[src/rtl/fpu_result_buffer.sv]
// Elastic FIFO stage after the FPU: buffers {result, status, tag} via valid/ready.
// Define FPU_RESULT_BUF_STICKY_FLAGS_EN to build the sticky fflags-style accumulator.
module fpu_result_buffer #(
    parameter int WIDTH     = 16,
    parameter int TAG_WIDTH = 1,
    parameter int DEPTH     = 4
) (
    input  logic                         clk,
    input  logic                         rst,
    input  logic                         in_valid,
    output logic                         in_ready,
    input  logic [WIDTH-1:0]             in_result,
    input  logic [4:0]                   in_status,
    input  logic [TAG_WIDTH-1:0]         in_tag,
    output logic                         out_valid,
    input  logic                         out_ready,
    output logic [WIDTH-1:0]             out_result,
    output logic [4:0]                   out_status,
    output logic [TAG_WIDTH-1:0]         out_tag,
    output logic [$clog2(DEPTH+1)-1:0]   count,
    output logic [4:0]                   flags_o,
    input  logic                         flags_clr
);
    localparam int PTR_W   = $clog2(DEPTH);
    localparam int CNT_W   = $clog2(DEPTH+1);
    localparam int ENTRY_W = WIDTH + 5 + TAG_WIDTH;

    logic [ENTRY_W-1:0] mem [DEPTH];
    logic [PTR_W-1:0]   wr_ptr;
    logic [PTR_W-1:0]   rd_ptr;
    logic               push;
    logic               pop;

    // Explicit wrap so DEPTH need not be a power of two.
    function automatic logic [PTR_W-1:0] next_ptr(input logic [PTR_W-1:0] p);
        return (p == PTR_W'(DEPTH-1)) ? '0 : p + PTR_W'(1);
    endfunction

    // Ready depends only on registered occupancy: a full buffer refuses even during a pop.
    assign in_ready  = (count != CNT_W'(DEPTH));
    assign out_valid = (count != '0);
    assign push      = in_valid && in_ready;
    assign pop       = out_valid && out_ready;

    always_ff @(posedge clk or posedge rst) begin
        if (rst) begin
            wr_ptr <= '0;
            rd_ptr <= '0;
            count  <= '0;
        end else begin
            if (push) wr_ptr <= next_ptr(wr_ptr);
            if (pop)  rd_ptr <= next_ptr(rd_ptr);
            case ({push, pop})
                2'b10:   count <= count + CNT_W'(1);
                2'b01:   count <= count - CNT_W'(1);
                default: count <= count;
            endcase
        end
    end

    // Storage is data only and deliberately left out of reset.
    always_ff @(posedge clk) begin
        if (push) mem[wr_ptr] <= {in_result, in_status, in_tag};
    end

    assign {out_result, out_status, out_tag} = mem[rd_ptr];

`ifdef FPU_RESULT_BUF_STICKY_FLAGS_EN
    logic [4:0] flags_q;

    // Clear takes priority over accumulation, so a simultaneous push seeds the new value.
    always_ff @(posedge clk or posedge rst) begin
        if (rst) begin
            flags_q <= '0;
        end else if (flags_clr) begin
            flags_q <= push ? in_status : 5'b0;
        end else if (push) begin
            flags_q <= flags_q | in_status;
        end
    end

    assign flags_o = flags_q;
`else
    logic unused_flags_clr;

    assign unused_flags_clr = flags_clr;
    assign flags_o          = 5'b0;
`endif

endmodule

[config.mk]
export PLATFORM = sky130hd
export DESIGN_NAME = fpu_result_buffer
export DESIGN_NICKNAME = d
export VERILOG_FILES = /design/src/rtl/fpu_result_buffer.sv
export SDC_FILE = /design/constraint.sdc
export NUM_CORES = 1
export LEC_CHECK = 0
export CAP_MARGIN = 30
export CORE_AREA = 2 2 97 136
export DETAILED_ROUTE_END_ITERATION = 6
export DIE_AREA = 0 0 99 138
export DONT_BUFFER_PORTS = 1
export SYNTH_ARGS = -nofsm -noshare
export SYNTH_HDL_FRONTEND = slang
export SYNTH_SLANG_ARGS = --single-unit
[constraint.sdc]
create_clock -name clk -period 2.7 [get_ports clk]
set_input_delay 0.54 -clock clk [delete_from_list [all_inputs] [get_ports clk]]
set_output_delay 0.54 -clock clk [all_outputs]
set_load 0.005 [all_outputs]
==> metrics.txt <==
Die ar.=13,700 um^2; die width=99 um; I/O Buffers=0; wire length per cell=18.9 um; Final Hold Fails=0; Sw Ratio=27.5%; Die Ht=138 um; sequential fraction of the synthesis area=76.8%; crit path time final=2.26 ns; layout cell share with drive strength beyond 1=28.2%; number of synthesized register bits=95; Final Cycle Share=83.7%; Syn Std Cell Area=3670 um^2; Power Dens Cells=1070 nW/um^2; initial antenna violation count=0; share of the synthesized area in the top cell type=72.0%; Async S/R FF share, synth=7.37%; internal power=3.21 mW; setup TNS=0 ns; starting density of the core=29.2%; TritonCTS buffer count=9; Initial DRC Count=23; design area=4130 um^2; vias in the first global route=1,683; Max-cap violations=0; Setup crit start=count[0]; combinational group share of total power=24.3%; Core ar.=12,600 um^2; Arr. time, crit path=2.52 ns; clock power share=27.5%; r2r setup slk=0.44 ns; final setup vio count=0; gr usage total=9.77%; Crit Reg-Reg Startpoint=count[0]; worst-margin pin slew=0.660 ns; status=finished clean; GRT overflow=0; clk sinks=95; Avg Vias per Cell=4.58; Mapped Cells=162; H-Tree Depth=3; wirelength, routed=6.19 mm; largest net degree at the start of global routing=23; clock skew=0.00765 ns; area leader, netlist=edfxtp_1; top_reg_cell synth=edfxtp_1; Worst Setup End Kind=flip-flop; most common cell after layout, fill and taps aside=edfxtp_1; CTS Buffer Depth=2; area delta synth->final=12.5%; dpl hpwl=3.91 mm; Post-CTS Resized=0; Routed Antenna Nets=0; max frequency=442 MHz; # rows=49; Reg area=2820 um^2; syn_area_per_cell=22.7 um^2; DR vias=1,497; Pre-antenna DRT Iters=4; Hold Crit Class=primary input to asynchronous set/reset pin; Multi-input gate area=771 um^2; critical path fanouts, max=6; max_slew headroom=56.0%; Psw=1.22 mW; GPL Wtd Cong=0.609; Placed Area=3840 um^2; # fillers=1,172; most frequent cells in the layout=edfxtp_1, mux4_2, clkbuf_16; hold_buf cts=0; synth unique cells=21; CTS tree=yes; fin nets=203; setup bufs post-CTS=0; Post-synth EDFFs=88; n_diodes=0; clock root cell=clkbuf_16; P_leak=1.37 nW; startpoint types=flip-flop; worst-skew pair later-pin latency=0.33 ns; Synth Warn #=0; WS Path Type=flip-flop to flip-flop; Peak VDD IR=520 uV; Reg clk slew, reported paths=0.07 ns; ranking of synthesized cells by area=edfxtp_1, mux4_2, dfrtp_1; DRC violations left=0; reg2reg path depth=9; Worst Path Required=2.96 ns; first-pass GRT wire length=9.69 mm; IO Count=59; Pins Over Slew Limit=0; RSZ-0062 raised after global routing=no; part of the power in registers=48.2%
## cell usage after synthesis (2+ instances only)
master,instances
ha_1,6
and3_2,4
mux2_2,2
mux4_2,22
buf_4,7
xor2_1,2
inv_1,8
dfrtp_1,7
edfxtp_1,88
mux2_4,2
nor2_1,3
buf_2,2
## path summary, 6_finish.rpt
kind / endpoint
max: count[2]
min: count[0]
max reg2reg: count[2]
min reg2reg: count[2]
max in group asynchronous: rd_ptr[0]
min in group clk: mem[2][21]
## stage by stage
step	instances	worst slack, ns	util [%]	total power, mW	hold slack (ns)
after floorplan	166	0.597	-	2.99	0.343
after global placement	311	0.497	30.5	3.27	0.378
after detailed placement	311	0.452	30.5	3.31	0.383
after CTS	327	0.387	32.8	4.54	0.0149
after global routing	327	0.283	32.8	4.70	0.0230
final	327	0.440	32.8	4.43	0.0192
## area by class of cell
cell class,instances,area share (%)
Sequential cell,95,68.3
Multi-Input combinational cell,53,18.7
Clock buffer,10,5.55
Tap cell,153,4.64
Clock inverter,6,1.45
Inverter,8,0.727
Timing Repair Buffer,2,0.667
## kinds of logic after synthesis
group	share of synthesized area (%)
flip-flops	76.8
AND/OR/NAND/NOR	1.98
buffers and inverters	2.63
adder cells (fa/ha/maj)	2.59
other	0.102
XOR/XNOR	0.716
multiplexers	15.2
## worst max-delay path: stages, from the launching register on
cell and delay (ns):
dfrtp_1 0.45, or3b_4 0.46, and2_4 0.19, inv_1 0.05, ha_1 0.17, inv_1 0.06, fa_1 0.38, xor2_1 0.15
nor2_1 0.11, xor2_1 0.15
## metal layers
metal  track usage [%]  routed length, um
met1              11.0               2390
met4              4.33                115
met2              15.7               3160
met5                 0                  0
met3              4.65                518
## power groups by stage
| stage | Clock (mW) | Sequential [mW] | Combinational [mW] |
|---|---|---|---|
| final | 1.22 | 2.14 | 1.08 |
| after detailed placement | 0 | 2.18 | 1.13 |
| after global routing | 1.33 | 2.18 | 1.20 |
| after global placement | 0 | 2.16 | 1.11 |
| after CTS | 1.26 | 2.15 | 1.13 |
| after floorplan | 0 | 2.07 | 0.917 |
## registers in the layout, summed over array words and instances, names as in the netlist
| name | cells |
|---|---|
| mem | 88 |
| count | 3 |
| rd_ptr | 2 |
| wr_ptr | 2 |
Power figures use the tool's default switching activity.
